File: config.mk
export PLATFORM = sky130hd
export DESIGN_NAME = core_alloc_ctrl
export DESIGN_NICKNAME = d
export VERILOG_FILES = /design/src/rtl/kmeans_pkg.sv /design/src/rtl/kmask_gen.sv /design/src/rtl/core_alloc_ctrl.sv
export SDC_FILE = /design/constraint.sdc
export NUM_CORES = 1
export LEC_CHECK = 0
export ABC_CLOCK_PERIOD_IN_PS = 3430
export CAP_MARGIN = 30
export CORE_AREA = 2 2 93 95
export DETAILED_ROUTE_END_ITERATION = 7
export DIE_AREA = 0 0 95 97
export DONT_BUFFER_PORTS = 1
export PLACE_DENSITY = 0.58
export SKIP_CTS_REPAIR_TIMING = 1
export SYNTH_ARGS = -nofsm -noshare
export SYNTH_HDL_FRONTEND = slang
export SYNTH_SLANG_ARGS = --single-unit
File: constraint.sdc
create_clock -name clk -period 3.43 [get_ports clk]
set_clock_uncertainty 0.15 [all_clocks]
set_input_delay 0.1715 -clock clk [delete_from_list [all_inputs] [get_ports clk]]
set_output_delay 0.1715 -clock clk [all_outputs]
set_load 0.02 [all_outputs]
File: src/rtl/kmeans_pkg.sv
// ============================================================================
// Module      : kmeans_pkg
// Description : Shared types, constants and helpers for the K-means core array.
// Revision    : 1.0 - initial release
// ============================================================================
`default_nettype none

package kmeans_pkg;

  localparam logic MODE_PACKED = 1'b0;
  localparam logic MODE_SPREAD = 1'b1;

  // Widest mask popcount() accepts; narrower masks are zero-extended by the caller.
  localparam int MAX_CORES = 1024;

  typedef enum logic [1:0] {
    IDLE  = 2'd0,
    BUILD = 2'd1,
    DRAIN = 2'd2
  } alloc_state_t;

  function automatic int unsigned popcount(input logic [MAX_CORES-1:0] v);
    int unsigned c;
    c = 0;
    for (int j = 0; j < MAX_CORES; j++) begin
      c = c + 32'(v[j]);
    end
    return c;
  endfunction

endpackage

`default_nettype wire

File: src/rtl/kmask_gen.sv
// ============================================================================
// Module      : kmask_gen
// Description : Serial core-enable mask builder, one mask bit per clock.
// Revision    : 1.0 - initial release
// ============================================================================
`default_nettype none

module kmask_gen
  import kmeans_pkg::*;
#(
  parameter int N_CORES = 16
) (
  input  logic                         clk,
  input  logic                         rst_n,
  input  logic                         start,
  input  logic [$clog2(N_CORES+1)-1:0] k_in,
  input  logic                         mode_in,
  output logic [N_CORES-1:0]           new_mask,
  output logic                         last
);

  localparam int KW = $clog2(N_CORES + 1);
  localparam int IW = $clog2(N_CORES);
  localparam logic [IW-1:0] LAST_I  = IW'(N_CORES - 1);
  localparam logic [KW:0]   N_WIDE  = (KW+1)'(N_CORES);

  logic               running_q, running_d;
  logic [IW-1:0]      i_q, i_d;
  logic [KW:0]        acc_q, acc_d;
  logic [KW-1:0]      k_q, k_d;
  logic               mode_q, mode_d;
  logic [N_CORES-1:0] new_mask_q, new_mask_d;

  logic [KW:0]        acc_sum;
  logic               bit_val;

  always_comb begin
    running_d  = running_q;
    i_d        = i_q;
    acc_d      = acc_q;
    k_d        = k_q;
    mode_d     = mode_q;
    new_mask_d = new_mask_q;

    // Bresenham-style accumulator: k_eff <= N_CORES keeps one subtract enough.
    acc_sum = acc_q + {1'b0, k_q};
    if (acc_sum >= N_WIDE) begin
      acc_sum = acc_sum - N_WIDE;
    end

    if (mode_q == MODE_SPREAD) begin
      bit_val = (acc_q < {1'b0, k_q});
    end else begin
      bit_val = (KW'(i_q) < k_q);
    end

    if (start) begin
      running_d  = 1'b1;
      i_d        = '0;
      acc_d      = '0;
      k_d        = k_in;
      mode_d     = mode_in;
      new_mask_d = '0;
    end else if (running_q) begin
      new_mask_d[i_q] = bit_val;
      acc_d           = acc_sum;
      i_d             = i_q + 1'b1;
      if (i_q == LAST_I) begin
        running_d = 1'b0;
      end
    end
  end

  always_ff @(posedge clk or negedge rst_n) begin
    if (!rst_n) begin
      running_q  <= 1'b0;
      i_q        <= '0;
      acc_q      <= '0;
      k_q        <= '0;
      mode_q     <= MODE_PACKED;
      new_mask_q <= '0;
    end else begin
      running_q  <= running_d;
      i_q        <= i_d;
      acc_q      <= acc_d;
      k_q        <= k_d;
      mode_q     <= mode_d;
      new_mask_q <= new_mask_d;
    end
  end

  assign new_mask = new_mask_q;
  assign last     = running_q && (i_q == LAST_I);

endmodule

`default_nettype wire

File: src/rtl/core_alloc_ctrl.sv
// ============================================================================
// Module      : core_alloc_ctrl
// Description : Core-enable allocator: accept k/mode, build mask, drain, commit.
// Revision    : 1.0 - initial release
// ============================================================================
`default_nettype none

module core_alloc_ctrl
  import kmeans_pkg::*;
#(
  parameter int N_CORES = 16
) (
  input  logic                         clk,
  input  logic                         rst_n,
  input  logic                         cfg_valid,
  output logic                         cfg_ready,
  input  logic [$clog2(N_CORES+1)-1:0] cfg_k,
  input  logic                         cfg_mode,
  output logic                         cfg_done,
  output logic                         cfg_err,
  input  logic [N_CORES-1:0]           core_busy,
  output logic [N_CORES-1:0]           core_halt,
  output logic [N_CORES-1:0]           en,
  output logic [$clog2(N_CORES+1)-1:0] active_count
);

  localparam int KW = $clog2(N_CORES + 1);
  localparam logic [KW-1:0] N_K = KW'(N_CORES);

  alloc_state_t       state_q, state_d;
  logic [N_CORES-1:0] en_q, en_d;
  logic [KW-1:0]      active_count_q, active_count_d;
  logic               done_q, done_d;
  logic               err_q, err_d;
  logic               err_flag_q, err_flag_d;

  logic                 accept;
  logic [KW-1:0]        k_eff;
  logic [N_CORES-1:0]   new_mask;
  logic                 last;
  logic [MAX_CORES-1:0] mask_wide;
  logic [N_CORES-1:0]   dropping;
  logic                 conflict;

  assign accept = cfg_valid && (state_q == IDLE);
  assign k_eff  = (cfg_k > N_K) ? N_K : cfg_k;

  kmask_gen #(
    .N_CORES (N_CORES)
  ) u_kmask_gen (
    .clk      (clk),
    .rst_n    (rst_n),
    .start    (accept),
    .k_in     (k_eff),
    .mode_in  (cfg_mode),
    .new_mask (new_mask),
    .last     (last)
  );

  // Cores going from enabled to disabled; only these are gated by busy.
  assign dropping = en_q & ~new_mask;
  assign conflict = |(core_busy & dropping);

  always_comb begin
    mask_wide                = '0;
    mask_wide[N_CORES-1:0]   = new_mask;
  end

  always_comb begin
    state_d        = state_q;
    en_d           = en_q;
    active_count_d = active_count_q;
    done_d         = 1'b0;
    err_d          = 1'b0;
    err_flag_d     = err_flag_q;

    unique case (state_q)
      IDLE: begin
        if (accept) begin
          err_flag_d = (cfg_k > N_K);
          state_d    = BUILD;
        end
      end
      BUILD: begin
        if (last) begin
          state_d = DRAIN;
        end
      end
      DRAIN: begin
        if (!conflict) begin
          en_d           = new_mask;
          active_count_d = KW'(popcount(mask_wide));
          done_d         = 1'b1;
          err_d          = err_flag_q;
          state_d        = IDLE;
        end
      end
      default: begin
        state_d = IDLE;
      end
    endcase
  end

  always_ff @(posedge clk or negedge rst_n) begin
    if (!rst_n) begin
      state_q        <= IDLE;
      en_q           <= N_CORES'(1);
      active_count_q <= KW'(1);
      done_q         <= 1'b0;
      err_q          <= 1'b0;
      err_flag_q     <= 1'b0;
    end else begin
      state_q        <= state_d;
      en_q           <= en_d;
      active_count_q <= active_count_d;
      done_q         <= done_d;
      err_q          <= err_d;
      err_flag_q     <= err_flag_d;
    end
  end

  assign cfg_ready    = (state_q == IDLE);
  assign cfg_done     = done_q;
  assign cfg_err      = err_q;
  assign core_halt    = (state_q == DRAIN) ? dropping : '0;
  assign en           = en_q;
  assign active_count = active_count_q;

endmodule

`default_nettype wire

==> reports/summary.txt <==
LOGIC SYNTHESIS
----------------------------------------------------------------------------------------
Net count of the mapped netlist ...........................................          399
Cells taking the most area after synthesis ................................ sky130_fd_sc_hd__dfrtp_1, sky130_fd_sc_hd__ha_1, sky130_fd_sc_hd__mux2_4, sky130_fd_sc_hd__fa_1, sky130_fd_sc_hd__nand3_1
Fraction of registers with async set/reset ................................         100%
Number of enable flip-flop cells after synthesis ..........................            0
Count of cell types in the netlist ........................................           39
Avg Inst Size Synth .......................................................     10.7 µm²
Sequential area share after synthesis .....................................        40.7%
FF+latch count, synth .....................................................           59
Share of Yosys cell area claimed by the top area cell type ................        39.3%
Primary FF master, synth .................................................. sky130_fd_sc_hd__dfrtp_1
Gate count after technology mapping .......................................          341
Commonest cells in the netlist ............................................ sky130_fd_sc_hd__dfrtp_1, sky130_fd_sc_hd__inv_1, sky130_fd_sc_hd__nand3_1, sky130_fd_sc_hd__ha_1, sky130_fd_sc_hd__nand3b_1
Leading area contributor after synthesis .................................. sky130_fd_sc_hd__dfrtp_1
Syn Std Cell Area .........................................................  0.00363 mm²
Yosys warning total .......................................................            0
Count leader, synth ....................................................... sky130_fd_sc_hd__dfrtp_1

ROUTE
----------------------------------------------------------------------------------------
Final WL ..................................................................      8.27 mm
Detailed Route Iter0 Violations ...........................................          118
Via-to-Cell Ratio .........................................................         5.49
Number of search-and-repair iterations in the first detailed-routing pass .            4
Routed WL per cell ........................................................      17.6 µm
DRC .......................................................................            0
Count of vias placed by the detailed router ...............................         2584
Remaining antenna violation count after routing ...........................            0

TIMING
----------------------------------------------------------------------------------------
Hold Fails Final Rpt ......................................................            0
Worst-case hold slack .....................................................    0.0258 ns
Final Slew Violations .....................................................            0
Achievable clock frequency ................................................    0.275 GHz
Ratio of final minimum period to clock period .............................         106%
Setup slack after layout ..................................................    -0.201 ns
Slew margin rel. ..........................................................        31.8%
RSZ-0062 raised after global routing ......................................         true
Setup-failing EPs final ...................................................            4
Time the worst path needs with I/O delays and setup .......................      3.63 ns
Slew of the pin with the lowest slew margin ...............................      1.02 ns

FLOORPLAN
----------------------------------------------------------------------------------------
Total I/O pin count .......................................................           65
Area enclosed by the die boundary .........................................  0.00922 mm²
Height of the die .........................................................        97 µm
Horiz. Die Dim ............................................................        95 µm
Total core area ...........................................................  0.00813 mm²
Placement Rows ............................................................           33
Initial core utilization ..................................................        44.7%

CELLS AND AREA
----------------------------------------------------------------------------------------
Core utilization of the finished layout ...................................        50.5%
Filler Cells Inserted .....................................................          753
Antenna cell count ........................................................            0
Area overhead of the layout relative to synthesis .........................        13.1%
Net count reported at finish ..............................................          419
Area occupied by registers ................................................  0.00148 mm²
Proportion of layout cells with a drive suffix above 1 ....................        16.9%
Area used by multi-input combinational logic ..............................  0.00192 mm²

GLOBAL ROUTE
----------------------------------------------------------------------------------------
Global-route usage over all layers ........................................        18.9%
Via count of the first global-routing pass ................................         2587
Maximum number of pins on one net before global-route repair ..............           60
Antenna violations before repair ..........................................            0
Congestion Overflow GR ....................................................            0
Wire length of the first global-routing pass ..............................      13.3 mm

HOLD PATH
----------------------------------------------------------------------------------------
Path type of the worst min-delay path .....................................    in -> reg

WORST SETUP PATH
----------------------------------------------------------------------------------------
Biggest fanout along the worst timing path ................................            2
Worst Path Class, Setup ...................................................   reg -> reg
Data arrival, critical path ...............................................      3.69 ns
Endpoint class of the critical path .......................................    flip-flop
CP required ...............................................................      3.49 ns
Kind of start point of the critical path ..................................    flip-flop

POWER
----------------------------------------------------------------------------------------
Combinational group share of total power ..................................        63.9%
Switching Fraction ........................................................        43.6%
IR drop worst, VDD ........................................................   0.000587 V
Leakage power summed over all cells .......................................   0.00192 µW
Reported net switching power ..............................................      2170 µW
Power density over cell area ..............................................  1210 mW/mm²
Fraction of power consumed by the clock network ...........................        12.3%
Seq pwr share .............................................................        23.7%
Internal power consumption ................................................      2800 µW

CLOCK NETWORK
----------------------------------------------------------------------------------------
Number of buffers added by the clock tree synthesis step ..................            9
Clock tree from TritonCTS .................................................          yes
Clock transition at path regs .............................................      0.07 ns
Clock buffer depth ........................................................            2
CTS sink count ............................................................           59
CTS H-tree depth ..........................................................            3
Clk Latency, worst-skew pair ..............................................      0.33 ns
Root Buffer Master ........................................................ sky130_fd_sc_hd__clkbuf_8

PLACED DESIGN
----------------------------------------------------------------------------------------
Post-detailed-placement half-perimeter wirelength .........................      5.88 mm
Weighted congestion reported at the end of routability-driven placement ...        0.792
Count of input and output buffers .........................................            0

RUN
----------------------------------------------------------------------------------------
Maximum Capacitance Violations ............................................            0

STATUS
----------------------------------------------------------------------------------------
Result of the run ......................................................... finished, violations left
Violations in the final reports ........................................... negative setup slack

==> cell families after synthesis <==
logic type	after synthesis	synth area share [%]
buf+inv	57	6.92
flops	59	40.7
mux	25	9.19
simple gates	116	18.4
xor+xnor	10	2.41
compound gates	41	8.75
fa+ha+maj	33	13.6
==> stage by stage <==
step	cell area, µm²	setup WS (ns)	power [µW]	TNS (ns)	std cells
after floorplan	3640	-0.148	3500	-0.266	341
after global placement	3800	-0.146	4230	-0.287	446
after detailed placement	3800	-0.210	4300	-0.517	446
after CTS	4000	-0.229	4950	-0.585	462
after global routing	4110	-0.354	5540	-1.08	471
final	4110	-0.201	4970	-0.486	471
==> layer usage <==
metal | GRT usage (%) | routed length [µm] | vias up
met5 | 0 | 0 | -
met4 | 6.58 | 95 | 0
met3 | 3.74 | 421 | 8
met2 | 28.3 | 3920 | 63
met1 | 27.1 | 3840 | 1280
li1 | - | - | 1233
==> path summary, 6_finish.rpt <==
| kind | endpoint | start | cells after the start | slack, ns |
|---|---|---|---|---|
| worst max-delay path | active_count[2] | u_kmask_gen.new_mask[11] | 11 | -0.20 |
| worst max register to register | active_count[2] | u_kmask_gen.new_mask[11] | 11 | -0.20 |
| max in group asynchronous | en[0] | rst_n | 2 | 2.60 |
| min in group asynchronous | en[15] | rst_n | 2 | 0.20 |
| worst min-delay path | err_flag_q | cfg_k[3] | 3 | 0.03 |
| worst min register to register | cfg_err | err_flag_q | 2 | 0.34 |
==> power groups by stage <==
stage,sequential (µW),combinational (µW),clock (µW)
after global routing,1220,3650,671
after CTS,1180,3140,633
final,1180,3180,612
after detailed placement,1190,3110,0
after floorplan,1100,2410,0
after global placement,1180,3040,0
==> area by class of cell <==
cell class                 count  area share, %
multi-input combinational    225           46.7
sequential                    59           36.0
timing repair buffer          27           5.91
clock buffer                  15           4.54
inverter                      39           3.56
tap                          105           3.20
clock inverter                 1          0.122
==> layout by cell type, fill, tap and decap left out, types with 9 or more instances in the layout <==
cell type / n
sky130_fd_sc_hd__nor2_1: 18
sky130_fd_sc_hd__inv_1: 37
sky130_fd_sc_hd__nand3b_1: 20
sky130_fd_sc_hd__nand4_1: 9
sky130_fd_sc_hd__nor3b_1: 16
sky130_fd_sc_hd__mux2_4: 17
sky130_fd_sc_hd__dfrtp_1: 57
sky130_fd_sc_hd__buf_4: 18
sky130_fd_sc_hd__clkbuf_8: 13
sky130_fd_sc_hd__fa_1: 9
sky130_fd_sc_hd__nand3_1: 30
sky130_fd_sc_hd__o21ai_0: 9
sky130_fd_sc_hd__nand2_1: 11
sky130_fd_sc_hd__o41ai_1: 16
sky130_fd_sc_hd__ha_1: 21
==> sequential cells by signal (all words and copies together), names as in the netlist <==
register and flops:
cfg_done 1, en 16, err_flag_q 1, u_kmask_gen.new_mask 16
state_q 2, u_kmask_gen.k_q 5, u_kmask_gen.acc_q 6, u_kmask_gen.mode_q 1
active_count 5, cfg_err 1, u_kmask_gen.i_q 4, u_kmask_gen.running_q 1
==> critical path: stages, from the launching register on <==
cell and delay, ns:
sky130_fd_sc_hd__dfrtp_1 0.37, sky130_fd_sc_hd__inv_2 0.05, sky130_fd_sc_hd__fa_1 0.55, sky130_fd_sc_hd__fa_1 0.44
sky130_fd_sc_hd__fa_2 0.55, sky130_fd_sc_hd__fa_1 0.40, sky130_fd_sc_hd__inv_1 0.07, sky130_fd_sc_hd__ha_2 0.18
sky130_fd_sc_hd__inv_2 0.04, sky130_fd_sc_hd__fa_2 0.34, sky130_fd_sc_hd__xnor2_1 0.13, sky130_fd_sc_hd__mux2_2 0.25
Note: power is estimated with default switching activity, not from simulation.
